===== src/rtl/solar_pkg.sv =====
// Shared types and constants for the solar tracker stepper driver.
package solar_pkg;

    localparam int unsigned DIV_W   = 16;
    localparam int unsigned POS_W   = 8;
    localparam int unsigned PHASE_W = 4;
    localparam int unsigned IDX_W   = 2;

    localparam logic [DIV_W-1:0]   STEP_DIV_DEF = 16'd1000;
    localparam logic [POS_W-1:0]   POS_MAX_DEF  = 8'd200;
    localparam logic [POS_W-1:0]   HOME_DEF     = 8'd100;

    localparam logic [PHASE_W-1:0] PHASE_OFF  = 4'b0000;
    localparam logic [PHASE_W-1:0] PHASE_HOME = 4'b1100;

    // Per-axis motion state.
    typedef enum logic [1:0] {
        AX_IDLE = 2'd0,
        AX_FWD  = 2'd1,
        AX_REV  = 2'd2,
        AX_LIM  = 2'd3
    } axis_state_e;

    // Registered copy of the tracker's motor command lines.
    typedef struct packed {
        logic n;
        logic e;
        logic s;
        logic w;
    } motor_cmd_t;

    // Two-phase-on full-step coil pattern for a phase index.
    function automatic logic [PHASE_W-1:0] phase_decode(input logic [IDX_W-1:0] idx);
        logic [PHASE_W-1:0] pat;
        pat = PHASE_HOME;
        case (idx)
            2'd0:    pat = 4'b1100;
            2'd1:    pat = 4'b0110;
            2'd2:    pat = 4'b0011;
            default: pat = 4'b1001;
        endcase
        return pat;
    endfunction

endpackage


===== src/rtl/solar_axis.sv =====
// One stepper axis: IDLE/FWD/REV/LIM state, soft-limited position and
// phase index. Coil drive in IDLE/LIM is held when SOLAR_DRV_HOLD_EN is
// defined, otherwise released to 4'b0000.
module solar_axis
    import solar_pkg::*;
#(
    parameter logic [POS_W-1:0] POS_MAX = POS_MAX_DEF,
    parameter logic [POS_W-1:0] HOME    = HOME_DEF
) (
    input  logic               clk,
    input  logic               rst,
    input  logic               tick_i,
    input  logic               fwd_i,
    input  logic               rev_i,
    output logic [PHASE_W-1:0] phase_o,
    output logic [POS_W-1:0]   pos_o,
    output logic               busy_o,
    output logic               lim_o
);

`ifdef SOLAR_DRV_HOLD_EN
    localparam logic [PHASE_W-1:0] PHASE_RST = PHASE_HOME;
`else
    localparam logic [PHASE_W-1:0] PHASE_RST = PHASE_OFF;
`endif

    axis_state_e        state_q, state_d;
    logic [POS_W-1:0]   pos_q, pos_d;
    logic [IDX_W-1:0]   idx_q, idx_d;
    logic               lim_fwd_q, lim_fwd_d;
    logic [PHASE_W-1:0] phase_q, phase_d;
    logic               busy_q, busy_d;
    logic               lim_q, lim_d;
    logic               fwd_only;
    logic               rev_only;
    logic               drive;

    assign fwd_only = fwd_i & ~rev_i;
    assign rev_only = rev_i & ~fwd_i;

    // Next-state, position and phase decisions, taken only on a step tick.
    always_comb begin
        state_d   = state_q;
        pos_d     = pos_q;
        idx_d     = idx_q;
        lim_fwd_d = lim_fwd_q;
        if (tick_i) begin
            case (state_q)
                AX_IDLE: begin
                    if (fwd_only) begin
                        state_d = AX_FWD;
                    end else if (rev_only) begin
                        state_d = AX_REV;
                    end
                end
                AX_FWD: begin
                    if (!fwd_only) begin
                        state_d = AX_IDLE;
                    end else if (pos_q < POS_MAX) begin
                        pos_d = pos_q + 8'd1;
                        idx_d = idx_q + 2'd1;
                    end else begin
                        state_d   = AX_LIM;
                        lim_fwd_d = 1'b1;
                    end
                end
                AX_REV: begin
                    if (!rev_only) begin
                        state_d = AX_IDLE;
                    end else if (pos_q != 8'd0) begin
                        pos_d = pos_q - 8'd1;
                        idx_d = idx_q - 2'd1;
                    end else begin
                        state_d   = AX_LIM;
                        lim_fwd_d = 1'b0;
                    end
                end
                AX_LIM: begin
                    // Stay only while the command that hit the limit persists.
                    if (lim_fwd_q ? !fwd_only : !rev_only) begin
                        state_d = AX_IDLE;
                    end
                end
                default: state_d = AX_IDLE;
            endcase
        end
        drive  = (state_d == AX_FWD) || (state_d == AX_REV);
        busy_d = drive;
        lim_d  = (state_d == AX_LIM);
`ifdef SOLAR_DRV_HOLD_EN
        phase_d = phase_decode(idx_d);
`else
        phase_d = drive ? phase_decode(idx_d) : PHASE_OFF;
`endif
    end

    // State and output registers with synchronous active-low reset.
    always_ff @(posedge clk) begin
        if (!rst) begin
            state_q   <= AX_IDLE;
            pos_q     <= HOME;
            idx_q     <= '0;
            lim_fwd_q <= 1'b0;
            phase_q   <= PHASE_RST;
            busy_q    <= 1'b0;
            lim_q     <= 1'b0;
        end else begin
            state_q   <= state_d;
            pos_q     <= pos_d;
            idx_q     <= idx_d;
            lim_fwd_q <= lim_fwd_d;
            phase_q   <= phase_d;
            busy_q    <= busy_d;
            lim_q     <= lim_d;
        end
    end

    assign phase_o = phase_q;
    assign pos_o   = pos_q;
    assign busy_o  = busy_q;
    assign lim_o   = lim_q;

endmodule


===== src/rtl/solar_motor_drv.sv =====
// Two-axis solar tracker stepper driver: command register, step prescaler
// and two solar_axis instances (NS, EW). Optional holding torque in IDLE/LIM
// is enabled by defining SOLAR_DRV_HOLD_EN.
module solar_motor_drv
    import solar_pkg::*;
#(
    parameter logic [DIV_W-1:0] STEP_DIV = STEP_DIV_DEF,
    parameter logic [POS_W-1:0] POS_MAX  = POS_MAX_DEF,
    parameter logic [POS_W-1:0] HOME     = HOME_DEF
) (
    input  logic               clk,
    input  logic               rst,
    input  logic               mn,
    input  logic               me,
    input  logic               ms,
    input  logic               mw,
    output logic [PHASE_W-1:0] ns_phase,
    output logic [PHASE_W-1:0] ew_phase,
    output logic [POS_W-1:0]   ns_pos,
    output logic [POS_W-1:0]   ew_pos,
    output logic               busy,
    output logic               lim_fault
);

    motor_cmd_t       cmd_q, cmd_d;
    logic [DIV_W-1:0] cnt_q, cnt_d;
    logic             tick_c;
    logic             ns_busy, ew_busy;
    logic             ns_lim, ew_lim;

    assign tick_c = (cnt_q == (STEP_DIV - 16'd1));

    // Next command snapshot and prescaler count.
    always_comb begin
        cmd_d = {mn, me, ms, mw};
        cnt_d = tick_c ? '0 : cnt_q + 16'd1;
    end

    // Command register and prescaler with synchronous active-low reset.
    always_ff @(posedge clk) begin
        if (!rst) begin
            cmd_q <= '0;
            cnt_q <= '0;
        end else begin
            cmd_q <= cmd_d;
            cnt_q <= cnt_d;
        end
    end

    solar_axis #(
        .POS_MAX (POS_MAX),
        .HOME    (HOME)
    ) u_ns (
        .clk     (clk),
        .rst     (rst),
        .tick_i  (tick_c),
        .fwd_i   (cmd_q.n),
        .rev_i   (cmd_q.s),
        .phase_o (ns_phase),
        .pos_o   (ns_pos),
        .busy_o  (ns_busy),
        .lim_o   (ns_lim)
    );

    solar_axis #(
        .POS_MAX (POS_MAX),
        .HOME    (HOME)
    ) u_ew (
        .clk     (clk),
        .rst     (rst),
        .tick_i  (tick_c),
        .fwd_i   (cmd_q.e),
        .rev_i   (cmd_q.w),
        .phase_o (ew_phase),
        .pos_o   (ew_pos),
        .busy_o  (ew_busy),
        .lim_o   (ew_lim)
    );

    assign busy      = ns_busy | ew_busy;
    assign lim_fault = ns_lim | ew_lim;

endmodule


===== config.mk =====
export PLATFORM = sky130hd
export DESIGN_NAME = solar_motor_drv
export DESIGN_NICKNAME = d
export VERILOG_FILES = /design/src/rtl/solar_pkg.sv /design/src/rtl/solar_axis.sv /design/src/rtl/solar_motor_drv.sv
export SDC_FILE = /design/constraint.sdc
export NUM_CORES = 1
export LEC_CHECK = 0
export CAP_MARGIN = 40
export CORE_ASPECT_RATIO = 0.75
export CORE_MARGIN = 5
export CORE_UTILIZATION = 52
export DETAILED_ROUTE_END_ITERATION = 10
export PLACE_DENSITY = 0.73
export SLEW_MARGIN = 10
export SYNTH_ARGS = -nofsm -noshare
export SYNTH_HDL_FRONTEND = slang
export SYNTH_SLANG_ARGS = --single-unit

===== constraint.sdc =====
create_clock -name clk -period 2.4 [get_ports clk]
set_clock_uncertainty 0.15 [all_clocks]
set_input_delay 0.6 -clock clk [delete_from_list [all_inputs] [get_ports clk]]
set_output_delay 0.6 -clock clk [all_outputs]
set_load 0.01 [all_outputs]

==> results of run 1 <==
==> cell usage after synthesis, types with 3 or more instances <==
| cell type | count | area (µm²) |
|---|---|---|
| nand2b_1 | 4 | 25.02 |
| nor2b_1 | 5 | 31.28 |
| mux2i_1 | 3 | 30.03 |
| a21oi_1 | 20 | 100.1 |
| dfxtp_1 | 58 | 1161 |
| o21ai_0 | 21 | 105.1 |
| xor2_1 | 12 | 105.1 |
| clkbuf_1 | 6 | 22.52 |
| xnor2_1 | 10 | 87.58 |
| nor2_1 | 47 | 176.4 |
| nor3_1 | 9 | 45.04 |
| nand3_1 | 16 | 80.08 |
| o211ai_1 | 8 | 60.06 |
| o31ai_1 | 3 | 22.52 |
| o22ai_1 | 3 | 18.77 |
| nand2_1 | 34 | 127.6 |
| ha_1 | 31 | 387.9 |
| or3_1 | 4 | 25.02 |
| nand4_1 | 4 | 25.02 |
| and3_1 | 8 | 50.05 |
| and2_1 | 14 | 87.58 |
| inv_1 | 33 | 123.9 |
| o2111ai_1 | 3 | 26.28 |
| a31oi_1 | 9 | 56.30 |
==> through the flow <==
stage | total power, W | setup slack, ns | TNS, ns
after floorplan | 0.001088 | -0.04022 | -0.1330
after global placement | 0.001147 | -0.1233 | -0.3331
after detailed placement | 0.001152 | -0.1413 | -0.7415
after CTS | 0.002137 | -0.1044 | -0.5644
after global routing | 0.002226 | -0.2148 | -3.429
final | 0.002143 | -0.1412 | -1.363
==> layout make-up <==
| class | count | area share |
|---|---|---|
| clock inverter | 1 | 0.006009 |
| timing repair buffer | 117 | 0.1955 |
| inverter | 34 | 0.02654 |
| tap | 81 | 0.02028 |
| multi-input combinational | 318 | 0.4792 |
| clock buffer | 14 | 0.03856 |
| sequential | 58 | 0.2339 |
==> cell families (layout without fill, tap and decap cells) <==
| family | after synthesis | after routing | synth area share |
|---|---|---|---|
| buffers and inverters | 42 | 166 | 0.04593 |
| adder cells (fa/ha/maj) | 35 | 35 | 0.1285 |
| flip-flops | 58 | 58 | 0.3330 |
| AND/OR/NAND/NOR | 164 | 164 | 0.2425 |
| AO/OA/AOI/OAI | 94 | 94 | 0.1862 |
| multiplexers | 3 | 3 | 0.008612 |
| XOR/XNOR | 22 | 22 | 0.05526 |
==> repair_timing <==
| item | 4_1_cts | 5_1_grt |
|---|---|---|
| pin swaps | 4 | 15 |
| endpoints found under the hold margin | 0 | 0 |
| gates resized for setup | 11 | 39 |
| buffers inserted | 4 | 13 |
| endpoints found under the setup margin | 15 | 26 |
==> report_power, final <==
group	internal, W	leakage, nW	total [W]	switching (W)
clock network	0.000616	0.115	0.000992	0.000376
registers	0.000979	0.472	0.000993	0.0000136
logic	0.0000737	1.43	0.000158	0.0000846
==> layout by cell type, fill, tap and decap left out, types with 3 or more instances in the layout <==
master           count
buf_4               81
nand2b_1             4
clkbuf_8            14
ha_4                 7
a31oi_1              9
nor2b_1              5
dfxtp_2              6
or4_4                3
nand2_2              5
o21ai_2              3
clkdlybuf4s50_1     31
xnor2_1              9
buf_6                3
inv_1               31
mux2i_1              3
nor3_1               9
o21ai_0              9
dfxtp_1             52
and2_1              13
o2111ai_1            3
o21ai_1             10
o211ai_1             8
and3_1               7
o22ai_1              3
nand3_1             14
nand4_1              4
nor2_1              45
ha_1                24
o31ai_1              3
nand2_1             29
a21oi_1             16
xor2_1              12
a21oi_2              4
==> sequential cells by signal (all words and copies together), names as in the netlist, 2 cells and up <==
register,cells
u_ns.idx_q,2
u_ns.phase_o,4
u_ns.state_q,2
u_ew.state_q,2
u_ew.pos_o,8
cmd_q,4
u_ns.pos_o,8
u_ew.phase_o,4
u_ew.idx_q,2
cnt_q,16
==> layer usage <==
metal	wire, µm	part of all wire	vias to the layer above	GRT usage
met2	4814	0.49	121	0.3641
li1	-	-	1730	-
met1	4333	0.44	1671	0.2870
met4	170	0.017	0	0.06986
met5	0	0	-	0
met3	594	0.060	23	0.04766
==> critical path: stages (launching register included) <==
cell      delay (ns)
dfxtp_2         0.32
or4_4           0.57
buf_6           0.15
nor4_4          0.20
buf_4           0.17
nand4b_1        0.13
o211a_1         0.17
and2_4          0.20
ha_4            0.23
and3_4          0.16
==> worst max path at each step <==
stage	startpoint	endpoint	slack, ns
detailed placement	cnt_q[15]$_SDFF_PP0_	u_ew.phase_o[3]$_SDFF_PN0_	-0.14
finish	cnt_q[15]$_SDFF_PP0_	u_ew.phase_o[3]$_SDFF_PN0_	-0.14
floorplan	cnt_q[15]$_SDFF_PP0_	u_ns.phase_o[3]$_SDFF_PN0_	-0.04
global placement	cnt_q[15]$_SDFF_PP0_	u_ew.phase_o[3]$_SDFF_PN0_	-0.12
CTS	cnt_q[15]$_SDFF_PP0_	u_ew.phase_o[3]$_SDFF_PN0_	-0.10
global route	cnt_q[15]$_SDFF_PP0_	u_ew.phase_o[3]$_SDFF_PN0_	-0.21
==> key figures, run 1 <==
Routing
  – Post-route ant nets: 0
  – Initial DRC count: 229
  – DR vias/cell: roughly 5.7
  – TritonRoute pass-1 iters: 5
  – Vias post-DR: approximately 3,500
  – Post-Route WL: 9913 µm
  – DRC viols: 0
  – Routed wire length per instance: 15.91 µm

Floorplan
  – Die Footprint: around 8500 µm²
  – Die height: about 80 µm
  – Core Rows: 25
  – Initial Utilization: 0.5438
  – Area of the core: 6412 µm²
  – Die width: 104.6 µm
  – IO Count: 32

STA
  – Max Slew Vio Count: 0
  – Worst-margin pin slew: 0.5233 ns
  – Final Setup Violations: 16
  – Slew HR: 0.6507
  – Final min period: ~2.5 ns
  – RSZ-0062 raised after global routing: true
  – Max Fclk: 393.5 MHz
  – Final Hold Fails: 0
  – WHS: 0.3795 ns
  – Worst setup margin: -0.1412 ns
  – Part of the cycle the worst path needs: 1.059

Place
  – Port bufs: 31
  – Placer Congestion: 0.9143
  – Hpwl dp: about 6600 µm
  – Placed Instance Area: 4463 µm²
  – Placed Cells: 592

Worst hold path
  – Hold Crit Endpoint: cnt_q[0]$_SDFF_PP0_
  – Worst hold start: cnt_q[0]$_SDFF_PP0_
  – Hold Crit Class: reg -> reg
  – Hold Path Depth: 2

Critical path
  – Worst r2r dst: u_ew.phase_o[3]$_SDFF_PN0_
  – Arrival @ worst endpoint: 2.63 ns
  – Element type at the critical path end: register
  – R2R Setup Slk: -0.14 ns
  – Largest fanout on the critical path: 4
  – Req. time, crit path: between 2 and 2.5 ns
  – Startpoint types: register
  – Crit Path Class: reg -> reg
  – Reg2reg start: cnt_q[15]$_SDFF_PP0_
  – FF-to-FF path depth: 9

Synth
  – Top FF cell, synth: dfxtp_1
  – Syn Inst Count: 418
  – Post-synth ARST share: 0
  – Syn Area/Cell: 8.342 µm²
  – Synth Cell Area: 3487 µm²
  – Yosys cell types: 62
  – Syn_nets: approximately 460
  – Ys Warns: 0
  – Sequential area share after synthesis: 0.3330
  – Yosys reg bits: 58
  – Post-synth EDFFs: 0

Layout
  – FF/Latch Area: 1169 µm²
  – Non-Filler Instances: approximately 620
  – Fin nets: 577
  – Ant diodes: 0
  – Multi-input gate area: 2395 µm²
  – Util after Layout: 0.7793
  – Synthesis-to-layout area growth: 43.31%
  – Fin area: 4997 µm²
  – Fill cell count: 432
  – Layout cells sized above 1: 0.2841

GRT
  – Total global-route track usage: 0.2192
  – First-pass GRT wire length: 15,250 µm
  – Largest net degree at the start of global routing: 25
  – Number of antenna violations at the first check in global routing: 0
  – Gr ovfl total: 0
  – Vias in the first global route: 3,353

Pwr
  – Cell Pwr Density: 428.8 nW/µm²
  – VDD IR max: 287.8 µV
  – Leak: 2.013 nW

Clock tree
  – CTS Buf Count: 9
  – CTS Buffer Depth: 2
  – Skew-Pair Late Insertion Delay: 0.34 ns
  – CTS tree: done
  – Clock transition at path regs: approximately 0.06 ns
  – Root buf cell: clkbuf_8
  – H-tree depth: 3
  – Clk sinks: 58
  – Cts hold-fix bufs: 0

Status
  – Failing checks: setup timing
  – Status: complete, but fails checks

Run
  – Max cap viols: 0
Power figures use the tool's default switching activity.
==> run 2: changes to the inputs <==
--- a/config.mk
+++ b/config.mk
@@ -6,7 +6,6 @@
 export NUM_CORES = 1
 export LEC_CHECK = 0
 export CAP_MARGIN = 40
-export CORE_ASPECT_RATIO = 0.75
 export CORE_MARGIN = 5
 export CORE_UTILIZATION = 52
 export DETAILED_ROUTE_END_ITERATION = 10
==> run 2 against run 1 <==
  * The flow still finishes with violations (setup timing)
  * Sequential power about the same
  * Setup slack got worse by 0.070 ns
  * Final cell count decreased by 1.4%
  * Maximum frequency decreased by 2.7%
  * Routed wire length decreased by 6.5%
  * Global-route usage increased by 0.17 points
  * Via count decreased by 2.6%
  * Cell area about the same
  * Combinational power increased by 3%
  * Critical path type unchanged
  * Largest cell class unchanged
==> key figures, run 2 (same netlist as run 1, synthesis figures left out) <==
Critical path
  – Element type at the critical path end: register
  – Max stage delay cell, worst path: or4_4
  – Critical path endpoint: u_ns.phase_o[3]$_SDFF_PN0_
  – Worst r2r dst: u_ns.phase_o[3]$_SDFF_PN0_
  – Arrival @ worst endpoint: 2.71 ns (+0.08 ns)
  – Crit Path Class: reg -> reg
  – FF-to-FF path depth: 7 (-2)
  – Cell family with most CP delay: simple AND/OR/NAND/NOR gates
  – Critical path's largest stage delay: 0.57 ns (about the same)
  – WP depth: 7 (-2)
  – Cell with the most instances on the worst path: or4_4
  – Req. time, crit path: 2.50 ns (about the same)
  – Reg2reg start: cnt_q[15]$_SDFF_PP0_
  – Beginning of the critical path: cnt_q[15]$_SDFF_PP0_
  – R2R Setup Slk: -0.21 ns (-0.07 ns)
  – CP Cell Sequence: or4_4 -> or4_4 -> buf_12 -> a2111oi_4 -> o21ai_2 -> ha_1 -> and3_4
  – Buf/Inv on CP: 1 (-1)
  – Largest fanout on the critical path: 6 (+2)
  – Startpoint types: register

Place
  – Hpwl dp: 6400 µm (-3.1%)
  – Post-placement worst setup slack: -0.1791 ns (-0.03773 ns)
  – Placed Cells: 586 (-1.0%)
  – Placer Congestion: 0.8897 (-2.7%)
  – Port bufs: 31 (unchanged)

Routing
  – DR vias/cell: 5.622 (-1.2%)
  – DRC viols: 0 (unchanged)
  – Initial DRC count: 156 (-32%)
  – Post-route ant nets: 0 (unchanged)
  – Routed wire length per instance: 15.09 µm (-5.2%)
  – Vias post-DR: 3,452 (-2.6%)
  – Post-Route WL: 9265 µm (-6.5%)
  – TritonRoute pass-1 iters: 5 (unchanged)

STA
  – Part of the cycle the worst path needs: 1.088 (+0.02900)
  – Slew HR: 0.5957 (-0.05498)
  – Max Slew Vio Count: 0 (unchanged)
  – Final Setup Violations: 11 (-5)
  – Final Hold Fails: 0 (unchanged)
  – Final min period: 2.611 ns (+0.06959 ns)
  – RSZ-0062 raised after global routing: true
  – Worst-margin pin slew: 0.5969 ns (+0.07362 ns)
  – WHS: 0.3874 ns (+0.007916 ns)
  – Worst setup margin: -0.2107 ns (-0.06959 ns)
  – Max Fclk: 383.0 MHz (-2.7%)

Layout
  – Non-Filler Instances: 614 (-1.4%)
  – Synthesis-to-layout area growth: 43.34% (about the same)
  – FF/Latch Area: 1170 µm² (+0.11%)
  – Fill cell count: 420 (-2.8%)
  – Top reg by flops: cnt_q
  – Util after Layout: 0.7783 (-0.001020)
  – Most common cell after layout, fill and taps aside: buf_4
  – Multi-input gate area: 2415 µm² (+0.84%)
  – Max reg flops: 16 (unchanged)
  – Layout cells sized above 1: 0.2998 (+0.01568)
  – Most frequent cells in the layout: buf_4, dfxtp_1, nor2_1
  – Fin nets: 571 (-1.0%)
  – Ant diodes: 0 (unchanged)

Clock tree
  – Clk sinks: 58 (unchanged)
  – Root buf cell: clkbuf_8
  – Cts hold-fix bufs: 0 (unchanged)
  – CTS Buffer Depth: 2 (unchanged)
  – CTS tree: done
  – CTS Buf Count: 9 (unchanged)
  – H-tree depth: 3 (unchanged)
  – Clock transition at path regs: 0.07 ns (about the same)
  – Skew-Pair Late Insertion Delay: 0.35 ns (about the same)

Floorplan
  – Die height: 91.89 µm (+14%)
  – Area of the core: 6422 µm² (+0.16%)
  – Die Footprint: 8444 µm² (-0.20%)
  – Core Rows: 29 (+16%)
  – Initial Utilization: 0.5430 (-0.0008476)
  – Die width: 91.89 µm (-12%)
  – IO Count: 32 (unchanged)

Pwr
  – Gate power share: 0.072 (-0.002)
  – VDD IR max: 355.0 µV (+23%)
  – NetSw: 0.0005170 W (+9.0%)
  – Reg power frac: 0.436 (-0.027)
  – Pint: 0.001757 W (+5.3%)
  – Net Sw Frac: 0.2274 (+0.005984)
  – Cell Pwr Density: 454.9 nW/µm² (+6.1%)
  – Leak: 2.002 nW (-0.52%)
  – Clock power share: 0.492 (+0.029)

GRT
  – Number of antenna violations at the first check in global routing: 0 (unchanged)
  – Gr ovfl total: 0 (unchanged)
  – Vias in the first global route: 3,364 (+0.33%)
  – Total global-route track usage: 0.2209 (+0.001733)
  – Largest net degree at the start of global routing: 15 (-40%)
  – First-pass GRT wire length: 15,280 µm (+0.22%)

Run
  – Max cap viols: 0 (unchanged)

Status
  – Status: complete, but fails checks
  – Failing checks: setup timing

Worst hold path
  – Hold Crit Class: reg -> reg
  – Worst hold start: cnt_q[0]$_SDFF_PP0_
[run 2: cell types whose count changed in the layout (fill, tap and decap cells not counted), sizes merged]
cell | before | now
bufinv | 1 | 2
clkinv | 0 | 1
buf | 85 | 80
clkbuf | 15 | 13
[run 2: power by group through the flow]
stage / sequential [W] / combinational, W / clock, W
after global placement: 0.00101 / 0.000137 / 0
after CTS: 0.000990 / 0.000152 / 0.00113
after floorplan: 0.00101 / 0.0000772 / 0
final: 0.000991 / 0.000163 / 0.00112
after detailed placement: 0.00101 / 0.000139 / 0
after global routing: 0.000992 / 0.000178 / 0.00118
[run 2: metrics by stage]
step	TNS (ns)	cell area, µm²	total power [W]
global placement	-0.8156	4456	0.001147
detailed placement	-1.573	4456	0.001149
CTS	-1.148	4817	0.002269
global route	-2.334	4999	0.002348
floorplan	-0.1330	3565	0.001088
finish	-1.146	4999	0.002274
[run 2: final cells by class]
cell class	count	share of cell area
inverter	34	0.02553
sequential	58	0.2340
tap	77	0.01927
clock buffer	13	0.03579
clock inverter	3	0.01377
multi-input combinational	318	0.4831
timing repair buffer	111	0.1885
[run 2: how the worst min path moves through the flow]
stage	slack, ns	depth (start not counted)	to
finish	0.39	2	cnt_q[0]$_SDFF_PP0_
global route	0.41	2	cnt_q[0]$_SDFF_PP0_
CTS	0.38	2	cnt_q[0]$_SDFF_PP0_
detailed placement	0.36	2	cnt_q[0]$_SDFF_PP0_
global placement	0.35	2	cnt_q[0]$_SDFF_PP0_
floorplan	0.27	1	cnt_q[0]$_SDFF_PP0_
[run 2: routing by layer]
metal  global-route usage  share of wire
met1               0.2641           0.43
met2               0.3838           0.52
met3              0.04910          0.039
met4              0.08911          0.013
met5                    0              0
[run 2: timing repair]
item,4_1_cts,5_1_grt
gates resized for setup,20,39
gates cloned,0,0
pin swaps,6,12
buffers inserted,5,7
setup endpoints to repair,15,39
[run 2: worst reg2reg max path: cells and delay by family, from the launching register on]
kind	cells	cell delay [ns]
flops	1	0.32
compound gates	2	0.36
simple gates	3	1.20
fa+ha+maj	1	0.33
buf+inv	1	0.16
